[config.mk]
export PLATFORM = sky130hd
export DESIGN_NAME = gmii_rx_frame
export DESIGN_NICKNAME = d
export VERILOG_FILES = /design/src/rtl/gmii_rx_frame_pkg.sv /design/src/rtl/gmii_rx_frame_crc32_d8.sv /design/src/rtl/gmii_rx_frame.sv
export SDC_FILE = /design/constraint.sdc
export NUM_CORES = 1
export LEC_CHECK = 0
export ABC_AREA = 1
export CAP_MARGIN = 20
export CELL_PAD_IN_SITES_DETAIL_PLACEMENT = 1
export CELL_PAD_IN_SITES_GLOBAL_PLACEMENT = 1
export CORE_AREA = 8 8 108 110
export CTS_CLUSTER_DIAMETER = 150
export DETAILED_ROUTE_END_ITERATION = 7
export DIE_AREA = 0 0 116 118
export HOLD_SLACK_MARGIN = 0.06
export PLACE_DENSITY_LB_ADDON = 0.15
export SYNTH_ARGS = -nofsm -noshare
export SYNTH_HDL_FRONTEND = slang
export SYNTH_SLANG_ARGS = --single-unit
[constraint.sdc]
create_clock -name gmii_rx_clk -period 3.93 [get_ports gmii_rx_clk]
set_input_delay 0.786 -clock gmii_rx_clk [delete_from_list [all_inputs] [get_ports gmii_rx_clk]]
set_output_delay 0.786 -clock gmii_rx_clk [all_outputs]
set_load 0.005 [all_outputs]
[src/rtl/gmii_rx_frame_pkg.sv]
// Shared types and constants for the GMII receive frame extractor.
package gmii_rx_frame_pkg;

  typedef enum logic [1:0] {
    IDLE     = 2'd0,
    PREAMBLE = 2'd1,
    DATA     = 2'd2,
    DROP     = 2'd3
  } state_e;

  localparam int unsigned LEN_W         = 11;
  localparam int unsigned CNT_W         = 16;
  localparam int unsigned MIN_FRAME_LEN = 64;
  localparam logic [7:0]  PREAMBLE_BYTE = 8'h55;
  localparam logic [7:0]  SFD_BYTE      = 8'hD5;
  localparam logic [31:0] CRC_RESIDUE   = 32'hC704DD7B;
  localparam logic [LEN_W-1:0] LEN_SAT  = '1;
  localparam logic [CNT_W-1:0] CNT_SAT  = '1;

  // The CRC register shifts LSB-first; the residue constant is in MSB-first order.
  function automatic logic [31:0] bit_rev32(input logic [31:0] x);
    logic [31:0] r;
    for (int i = 0; i < 32; i++) r[i] = x[31-i];
    return r;
  endfunction

endpackage

[src/rtl/gmii_rx_frame_crc32_d8.sv]
// Reflected CRC-32 (0x04C11DB7), one byte per cycle, with enable and synchronous clear.
module crc32_d8
  import gmii_rx_frame_pkg::*;
(
  input  logic        clk,
  input  logic        rst_n,
  input  logic        en,
  input  logic        clr,
  input  logic [7:0]  data,
  output logic [31:0] crc
);

  logic [31:0] crc_nxt_c;

  always_comb begin
    crc_nxt_c = crc ^ {24'd0, data};
    for (int i = 0; i < 8; i++) begin
      crc_nxt_c = crc_nxt_c[0] ? ((crc_nxt_c >> 1) ^ 32'hEDB88320) : (crc_nxt_c >> 1);
    end
  end

  always_ff @(posedge clk or negedge rst_n) begin
    if (!rst_n)   crc <= '1;
    else if (clr) crc <= '1;
    else if (en)  crc <= crc_nxt_c;
  end

endmodule

[src/rtl/gmii_rx_frame.sv]
// GMII receive frame extractor: strips preamble/SFD, streams DA..FCS with sop/eop, length and counters.
// Optional FCS checking is built when GMII_RX_CRC_CHECK_EN is defined.
module gmii_rx_frame
  import gmii_rx_frame_pkg::*;
#(
  parameter int unsigned MAX_FRAME_LEN = 1522
) (
  input  logic        gmii_rx_clk,
  input  logic        rst_n,
  input  logic        gmii_rx_dv,
  input  logic [7:0]  gmii_rxd,
  output logic        rx_valid,
  output logic [7:0]  rx_data,
  output logic        rx_sop,
  output logic        rx_eop,
  output logic [10:0] rx_len,
  output logic        rx_err_len,
  output logic        rx_err_crc,
  output logic [15:0] rx_frame_cnt,
  output logic [15:0] rx_err_cnt
);

  state_e            state, state_nxt;
  logic              dv_q;
  logic [7:0]        rxd_q;
  logic [7:0]        hold;
  logic [LEN_W-1:0]  byte_cnt;
  logic              load_c, emit_c, last_c, start_c;
  logic              len_bad_c, crc_bad_c;

  // Input stage
  always_ff @(posedge gmii_rx_clk or negedge rst_n) begin
    if (!rst_n) begin
      dv_q  <= 1'b0;
      rxd_q <= '0;
    end else begin
      dv_q  <= gmii_rx_dv;
      rxd_q <= gmii_rxd;
    end
  end

  always_ff @(posedge gmii_rx_clk or negedge rst_n) begin
    if (!rst_n) state <= IDLE;
    else        state <= state_nxt;
  end

  // A byte is emitted one cycle after it is held, so byte_cnt==0 means nothing is held yet.
  always_comb begin
    state_nxt = state;
    load_c    = 1'b0;
    emit_c    = 1'b0;
    last_c    = 1'b0;
    start_c   = 1'b0;
    case (state)
      IDLE: begin
        if (dv_q) state_nxt = (rxd_q == PREAMBLE_BYTE) ? PREAMBLE : DROP;
      end
      PREAMBLE: begin
        if (!dv_q) begin
          state_nxt = IDLE;
        end else if (rxd_q == SFD_BYTE) begin
          state_nxt = DATA;
          start_c   = 1'b1;
        end else if (rxd_q != PREAMBLE_BYTE) begin
          state_nxt = DROP;
        end
      end
      DATA: begin
        if (dv_q) begin
          load_c = 1'b1;
          emit_c = (byte_cnt != '0);
        end else begin
          state_nxt = IDLE;
          emit_c    = (byte_cnt != '0);
          last_c    = (byte_cnt != '0);
        end
      end
      DROP: begin
        if (!dv_q) state_nxt = IDLE;
      end
      default: state_nxt = IDLE;
    endcase
  end

  assign len_bad_c = (byte_cnt < LEN_W'(MIN_FRAME_LEN)) || (byte_cnt > LEN_W'(MAX_FRAME_LEN));

  always_ff @(posedge gmii_rx_clk or negedge rst_n) begin
    if (!rst_n) begin
      hold         <= '0;
      byte_cnt     <= '0;
      rx_valid     <= 1'b0;
      rx_data      <= '0;
      rx_sop       <= 1'b0;
      rx_eop       <= 1'b0;
      rx_len       <= '0;
      rx_err_len   <= 1'b0;
      rx_frame_cnt <= '0;
      rx_err_cnt   <= '0;
    end else begin
      if (start_c)                            byte_cnt <= '0;
      else if (load_c && byte_cnt != LEN_SAT) byte_cnt <= byte_cnt + LEN_W'(1);
      if (load_c) hold <= rxd_q;
      rx_valid   <= emit_c;
      rx_data    <= emit_c ? hold : 8'd0;
      rx_sop     <= emit_c && (byte_cnt == LEN_W'(1));
      rx_eop     <= last_c;
      rx_len     <= last_c ? byte_cnt : '0;
      rx_err_len <= last_c && len_bad_c;
      if (last_c) begin
        if (rx_frame_cnt != CNT_SAT) rx_frame_cnt <= rx_frame_cnt + CNT_W'(1);
        if ((len_bad_c || crc_bad_c) && rx_err_cnt != CNT_SAT) rx_err_cnt <= rx_err_cnt + CNT_W'(1);
      end
    end
  end

`ifdef GMII_RX_CRC_CHECK_EN
  logic [31:0] crc_q;

  // CRC covers exactly the bytes loaded into the hold register, FCS included.
  crc32_d8 u_crc (
    .clk   (gmii_rx_clk),
    .rst_n (rst_n),
    .en    (load_c),
    .clr   (start_c),
    .data  (rxd_q),
    .crc   (crc_q)
  );

  assign crc_bad_c = (bit_rev32(crc_q) != CRC_RESIDUE);

  always_ff @(posedge gmii_rx_clk or negedge rst_n) begin
    if (!rst_n) rx_err_crc <= 1'b0;
    else        rx_err_crc <= last_c && crc_bad_c;
  end
`else
  assign crc_bad_c  = 1'b0;
  assign rx_err_crc = 1'b0;
`endif

endmodule

# After elaboration in Yosys (flattened, before gate mapping)
# Index checks and enable logic that the tools add are counted.
# word_totals
reg_bits,85
latchBits,0
ramBits,0
rom_bits,0
input_bits,11
output_inout_bits,56
memories,0
# op_classes
addsub,3
n_mul,0
div,0
n_lt_le_gt_ge,2
eq_ne,13
shifts,0
muxes,19
n_bitwise,0
n_reduce_logical,12
# op_table
operator,count
two-way mux 11 bit,3
"adder 16 x 1 -> 16 bit, second input constant",2
"!= test 16 bit, second input constant",2
two-way mux 2 bit,6
"adder 11 x 1 -> 11 bit, second input constant",1
"equality test 11 x 1 -> 1 bit, second input constant",1
"> comparator 11 bit, second input constant",1
"less-than comparator 11 x 7 -> 1 bit, second input constant",1
"!= test 11 bit, second input constant",1
nonzero test 11 bit,1
"equality test 8 x 7 -> 1 bit, second input constant",1
"equality test 8 bit, second input constant",1
two-way mux 1 bit,8
two-way mux 8 bit,1
"!= test 8 x 7 -> 1 bit, second input constant",1
case mux 2 bit (3 select lines),1
"equality test 2 bit, second input constant",2
logical AND 1 bit,4
"!= test 2 bit, second input constant",2
"!= test 4 bit, second input constant",1
AND reduction 2 bit,2
AND reduction 3 bit,1
"equality test 2 x 1 -> 1 bit, second input constant",1
logical NOT 2 bit,1
other kinds (3),3

# Depth between registers and ports, before layout
# logic_depth
depth_word,5
depth_mapped,12
depth_no_buf,11

# Worst setup path after synthesis
# OpenSTA, ideal clock, no wires.
# synth_path
path_type,reg-to-reg
from,reg rx_err_cnt[0]
to,reg rx_err_cnt[10]
setup_ns,0.117
arrival_ns,1.523
setup_slack_ns,2.290
stages_incl_launch_ff,10
synth_period_minus_slack_ns,1.640
path_cell_list,dfrtp_1 ha_1 nand2_2 nor2_2 nand2_1 nor2_1 nand2_2 buf_2 nand4_1 nand2_1
# synth_via
elab_chain_cells,3
elab_cells_between_ends,4
# synth_lines
item,line,text
"start, declared",gmii_rx_frame.sv:20,output logic [15:0] rx_err_cnt
"start signal, assigned",gmii_rx_frame.sv:111,if ((len_bad_c || crc_bad_c) && rx_err_cnt != CNT_SAT) rx_err_cnt <= rx_err_cnt + CNT_W'(1);
"parallel branches: the longest is 3 deep, another holds adder 16 x 1 -> 16 bit",n/a,
# Several ways; the timed one is not identified.
# A chain may end at the register's enable or synchronous reset.

# Final worst setup path
# layout_path
from,reg byte_cnt[0]
to,reg rx_frame_cnt[9]
# layout_via
elab_chain_cells,4
# layout_lines
item,line,text
"start, declared",gmii_rx_frame.sv:27,logic [LEN_W-1:0] byte_cnt;
"start signal, assigned",gmii_rx_frame.sv:101,else if (load_c && byte_cnt != LEN_SAT) byte_cnt <= byte_cnt + LEN_W'(1);
nonzero test 11 bit,gmii_rx_frame.sv:75,last_c = (byte_cnt != '0);
two-way mux 1 bit,gmii_rx_frame.sv:69,if (dv_q) begin
two-way mux 1 bit,gmii_rx_frame.sv:54,case (state)
AND reduction 2 bit (no source line),n/a,
"end signal, assigned",gmii_rx_frame.sv:110,if (rx_frame_cnt != CNT_SAT) rx_frame_cnt <= rx_frame_cnt + CNT_W'(1);
"end, declared",gmii_rx_frame.sv:19,"output logic [15:0] rx_frame_cnt,"
# Every way passes these cells.

==> impl_metrics.tcl <==
set metrics [dict create \
    status "completed" \
    switching_share_pct 33.2 \
    clkTransAtPathRegs_ps 100 \
    ant_nets 0 \
    gp_congestion 0.874 \
    max_stage_delay_ps 470 \
    core-area_um2 10000 \
    routedWlPerCell_um 15.3 \
    die_h_um 118 \
    synth_edf_count 0 \
    multiInputGateArea_um2 1770 \
    grt_antenna_before_repair 0 \
    setup_viol 0 \
    ios 67 \
    syn_to_final_growth_pct 22.7 \
    fin_tns_setup_ps 0 \
    syn_nets 522 \
    track_usage_pct 16.8 \
    grt_start_max_net_pins 83 \
    fin_hold_ws_ps 361 \
    p_int_uw 1560 \
    peakVddDrop_mv 0.264 \
    drive_gt1_share_pct 6.75 \
    r2r_slack_ps 1270 \
    final_util_pct 51.5 \
    synth_commonest_cells "nand2_1 (160), dfrtp_1 (85), nor2_1 (54), inv_1 (50), nand3_1 (27)" \
    wl_um 10900 \
    crit_path_start "byte_cnt[0]$_DFFE_PN0P_" \
    vias_per_cell 4.92 \
    syn_area_per_cell_um2 8.29 \
    crit_path_end_kind "flip-flop" \
    die-area_um2 13700 \
    rsz0062_at_grt "no" \
    die_w_um 116 \
    n_fill_cell 1245 \
    grt_pass1_vias 3746 \
    cts_root_buf "clkbuf_8" \
    synth-seq-area-share_pct 50.7 \
    dpl.hpwl_um 8050 \
    r2r-start "byte_cnt[0]$_DFFE_PN0P_" \
    path_cells "inv_1, ha_1, nand2_1, nor2_1, nand2_2, nand2_4, nor2_4, nand2_2, inv_1, nand2_1, nand2_1" \
    p_leak_uw 0.00235 \
    worstSkewPairLatency_ps 380 \
    final.period_utilization_pct 67.7 \
    clockBufferDepth 2 \
    max_freq_mhz 376 \
    path_delay_family "simple AND/OR/NAND/NOR gates" \
    crit_type "flip-flop to flip-flop" \
    port_buffers 65 \
    synth_area_leaders "dfrtp_1 (51%), nand2_1 (14%), nor2_1 (4.8%)" \
    cts_setup_buffers 0 \
    drt_iter0_drc 95 \
    post_cts_resized 0 \
    syn_area_um2 4200 \
    synth-main-ff-cell "dfrtp_1" \
    grt_overflow_total 0 \
    cts_tree "done" \
    drcViolationCount 0 \
    regArea_um2 2130 \
    start_util_pct 42.0 \
    fin_skew_ps 15.6 \
    slew_headroom_pct 37.4 \
    cp-start-kind "flip-flop" \
    power_frac_seq_pct 47.9 \
    htreeDepth 3 \
    worst_pin_slew_ps 933 \
    p_comb_share_pct 23.2 \
    clkPwrFrac_pct 28.9 \
    clock_sinks 85 \
    yosysMostFrequentCell "nand2_1" \
    drt-pass1-iter-count 4 \
    row_count 37 \
    crit_fanout 21 \
    synthArstFlopShare_pct 100 \
    synth_warnings 0 \
    netSwitchingPower_uw 774 \
    antenna-diode-count 0 \
    period_minus_slack_ps 2660 \
    slew_violations 0 \
    grt_first_pass_wirelength_um 18400 \
    worstPathRequired_ps 4240 \
    power.density_nw_per_um2 453 \
    hold_class "input port to async pin" \
    worst_path_max_delay_cell "nor2_4" \
    synth_top_area_share_pct 50.7 \
    ys_types 27 \
    cts_hold_buf 0 \
    worst-path-buf-inv 2 \
    hold_violations 0 \
    max-cap-violations 0 \
    num_vias 3514 \
    worstPathArrival_ps 2970 \
    cts_buffers 9 \
    synthCells 506 \
    ys_seq_elements 85 \
    yosysTopAreaCell "dfrtp_1" \
    cp_common_cell "nand2_1" \
    nets 589 \
]
cell type report:
class / instances / share of cell area (%)
clock buffer: 10 / 2.67
multi-input combinational: 358 / 34.3
timing repair buffer: 67 / 13.1
clock inverter: 6 / 1.48
sequential: 85 / 41.3
inverter: 52 / 3.79
tap: 136 / 3.31
registers in the layout, summed over array words and instances (netlist names):
signal	count
rx_err_len	1
rx_len	11
dv_q	1
state	2
rx_err_cnt	16
rx_frame_cnt	16
rx_valid	1
rxd_q	8
hold	8
rx_sop	1
byte_cnt	11
rx_eop	1
rx_data	8
placed cells by master (no fill, tap or decap), drive strengths merged, types with 9 or more instances in the layout:
cell type,n
o21ai,20
clkdlybuf4s50,64
nor2,60
nor3,13
xnor2,9
dfrtp,85
nand4,26
inv,55
nand2,170
xor2,17
clkbuf,10
nand3,28
layer usage:
layer / part of all wire [%] / global-route usage (%)
met5: 0 / 0
met4: 1.4 / 6.08
met3: 3.9 / 3.49
met2: 53 / 29.1
met1: 42 / 19.9
power by group through the flow:
| stage | logic, uW | clock network (uW) | registers [uW] |
|---|---|---|---|
| floorplan | 311 | 0 | 1110 |
| global placement | 523 | 0 | 1120 |
| detailed placement | 546 | 0 | 1140 |
| CTS | 551 | 693 | 1120 |
| global route | 610 | 731 | 1140 |
| finish | 542 | 674 | 1120 |
cells by family (layout without fill, tap and decap cells):
family	after synthesis	count (layout)	synth area share (%)
AND/OR/NAND/NOR	303	303	32.3
AO/OA/AOI/OAI	23	23	2.80
other	1	1	0.0894
flip-flops	85	85	50.7
buffers and inverters	63	135	7.22
adder cells (fa/ha/maj)	5	5	1.49
XOR/XNOR	26	26	5.43
worst register-to-register path, stage by stage, from the launching register on:
cell and delay, ps:
dfrtp_1 440, inv_1 130, ha_1 220, nand2_1 70, nor2_1 50, nand2_2 70, nand2_4 100, nor2_4 470
nand2_2 400, inv_1 430, nand2_1 130, nand2_1 90
worst paths after layout:
check	end	cells past startpoint
min	rx_frame_cnt[6]$_DFFE_PN0P_	1
min in group gmii_rx_clk	hold[5]$_DFFE_PN0P_	2
max	rx_frame_cnt[9]$_DFFE_PN0P_	11
min reg2reg	hold[5]$_DFFE_PN0P_	2
max in group asynchronous	byte_cnt[1]$_DFFE_PN0P_	2
max reg2reg	rx_frame_cnt[9]$_DFFE_PN0P_	11
stage by stage:
step / setup slack (ps) / cells / cell area, um2 / total power (uW)
floorplan: 2290 / 506 / 4200 / 1420
global placement: 1490 / 697 / 4910 / 1640
detailed placement: 1340 / 697 / 4910 / 1680
CTS: 1290 / 713 / 5130 / 2360
global route: 1080 / 714 / 5150 / 2480
finish: 1270 / 714 / 5150 / 2330
Power figures use the tool's default switching activity.
==> RTL edit: new RTL, same flow settings <==
Put one more register stage on the output `rx_err_cnt`, without a reset. The value now appears one clock later. The other outputs are not delayed to match.
--- a/src/rtl/gmii_rx_frame.sv
+++ b/src/rtl/gmii_rx_frame.sv
@@ -21,2 +21,4 @@
 );
+
+  logic [15:0] rx_err_cnt_s0;
 
@@ -97,3 +99,3 @@
       rx_frame_cnt <= '0;
-      rx_err_cnt   <= '0;
+      rx_err_cnt_s0 <= '0;
     end else begin
@@ -110,3 +112,3 @@
         if (rx_frame_cnt != CNT_SAT) rx_frame_cnt <= rx_frame_cnt + CNT_W'(1);
-        if ((len_bad_c || crc_bad_c) && rx_err_cnt != CNT_SAT) rx_err_cnt <= rx_err_cnt + CNT_W'(1);
+        if ((len_bad_c || crc_bad_c) && rx_err_cnt_s0 != CNT_SAT) rx_err_cnt_s0 <= rx_err_cnt_s0 + CNT_W'(1);
       end
@@ -139,2 +141,6 @@
 
+  always_ff @(posedge gmii_rx_clk) begin
+    rx_err_cnt <= rx_err_cnt_s0;
+  end
+
 endmodule
Function: changed (Yosys sat finds a counterexample within 10 cycles, from zero or initial values and one cycle with rst_n low).
==> RTL edit against the unedited design <==
Area after synthesis grew 11%; worst setup slack better by 450 ps; die area unchanged; core utilization grew 4.5 points; count of clock-buffer cells in the layout fell by 1; cell count is 4.9% higher; sequential cell count grew 16; power increased by 4.6%; fmax is 21% higher; non-clock buffer count did not move; first-iteration DRC count rose by 19%; wire length is 1.8% higher; design area grew 8.7%; highest routed layer unchanged.
==> RTL edit: results <==
{
  "dp_hpwl_um": 8101,
  "cts_buffers": 9,
  "grt_max_degree": 67,
  "status": "finished clean",
  "grtUsageTotal_pct": 17.38,
  "via_per_inst": 5.025,
  "synth-seq-area-share_pct": 52.47,
  "holdCritPathClass": "flop to flop",
  "slowest_stage": "clkdlybuf4s50_1",
  "place_congestion": 0.8037,
  "nFillCells": 1230,
  "synthArstFlopShare_pct": 84.16,
  "max_slew.worst_pin.slew_ps": 1047,
  "nets": 624,
  "reg.largest.list": "rx_err_cnt (16), rx_err_cnt_s0 (16), rx_frame_cnt (16)",
  "htreeDepth": 3,
  "grt_pass1_vias": 3965,
  "cts_resized": 0,
  "drt_iter0_markers": 113,
  "antenna_found_initial": 0,
  "drt_first_pass_iters": 4,
  "cp.arrival_ps": 1420,
  "drive_gt1_share_pct": 9.625,
  "synth_area_leaders": "dfrtp_1 (46%), nand2_1 (11%), dfxtp_1 (6.9%)",
  "vdd_drop_max_uv": 302.4,
  "synth_ff_type": "dfrtp_1",
  "wire_per_inst_um": 14.86,
  "crit_fanout": 6,
  "cts_num_sinks": 101,
  "synth_fp_nets": 556,
  "place_ws_ps": 1714,
  "grt_pass1_wl_um": 19230,
  "clk_path_buf_depth": 2,
  "diodes": 0,
  "root_buffer": "clkbuf_8",
  "yosys_warnings": 0,
  "yosys-top-cells-count": "nand2_1 (131), dfrtp_1 (85), inv_1 (66), nor2_1 (61), nand3_1 (46)",
  "slowest_delay_ps": 560,
  "skew_ps": 10.93,
  "yosysUniqueCellTypes": 33,
  "crit_family": "buffers and inverters",
  "p_leak_uw": 0.002600
}
-- RTL edit: metrics by stage --
step | area (µm²) | instances
after floorplan | 4664 | 540
after global placement | 5406 | 733
after detailed placement | 5406 | 733
after CTS | 5595 | 749
after global routing | 5595 | 749
final | 5595 | 749
-- RTL edit: worst register-to-register path: stages, from the launching register on --
cell and delay, ps:
dfrtp_1 460, ha_1 280, nand3_2 120, nor2_2 60, nand3b_1 80, nor2_1 60
nor2_2 810, nand2_1 180, o21ai_2 90
-- RTL edit: final cells by class --
type,instances,area [µm²],share of cell area (%)
inverters,70,262.8,4.696
flip-flops and latches,101,2447,43.74
clock buffers,9,123.9,2.214
well taps,136,170.2,3.041
repair buffers,67,663.1,11.85
multi-input cells,359,1863,33.30
clock inverters,7,65.06,1.163
-- RTL edit: worst paths after layout --
path	startpoint	to	slack, ps	cells after the start
setup / recovery	rx_frame_cnt[2]	rx_frame_cnt[2]	1720	1
hold / removal	rx_err_cnt_s0[15]	rx_err_cnt[15]	430	0
setup reg to reg	rx_frame_cnt[0]	rx_frame_cnt[3]	1730	8
hold reg to reg	rx_err_cnt_s0[15]	rx_err_cnt[15]	430	0
max in group asynchronous	rst_n	rx_err_cnt_s0[10]	2610	2
min in group asynchronous	rst_n	rx_len[4]	500	1
-- RTL edit: power by group --
group / switching, µW / internal (µW) / total, µW
Sequential: 111 / 1170 / 1280
Clock: 396 / 247 / 643
Combinational: 288 / 232 / 520
-- RTL edit: kinds of logic after synthesis --
| logic type | share of synthesized area [%] |
|---|---|
| flip-flops | 52.47 |
| buffers and inverters | 7.591 |
| XOR/XNOR | 4.507 |
| AO/OA/AOI/OAI | 7.377 |
| other | 0.08039 |
| adder cells (fa/ha/maj) | 1.341 |
| AND/OR/NAND/NOR | 26.64 |
-- RTL edit: metal layers --
metal / share of wire, % / wire length, µm / GRT usage, %
met5: 0 / 0 / 0
met3: 4.4 / 493 / 4.053
met4: 1.1 / 121 / 5.272
met1: 44 / 4919 / 21.36
met2: 50 / 5593 / 29.25
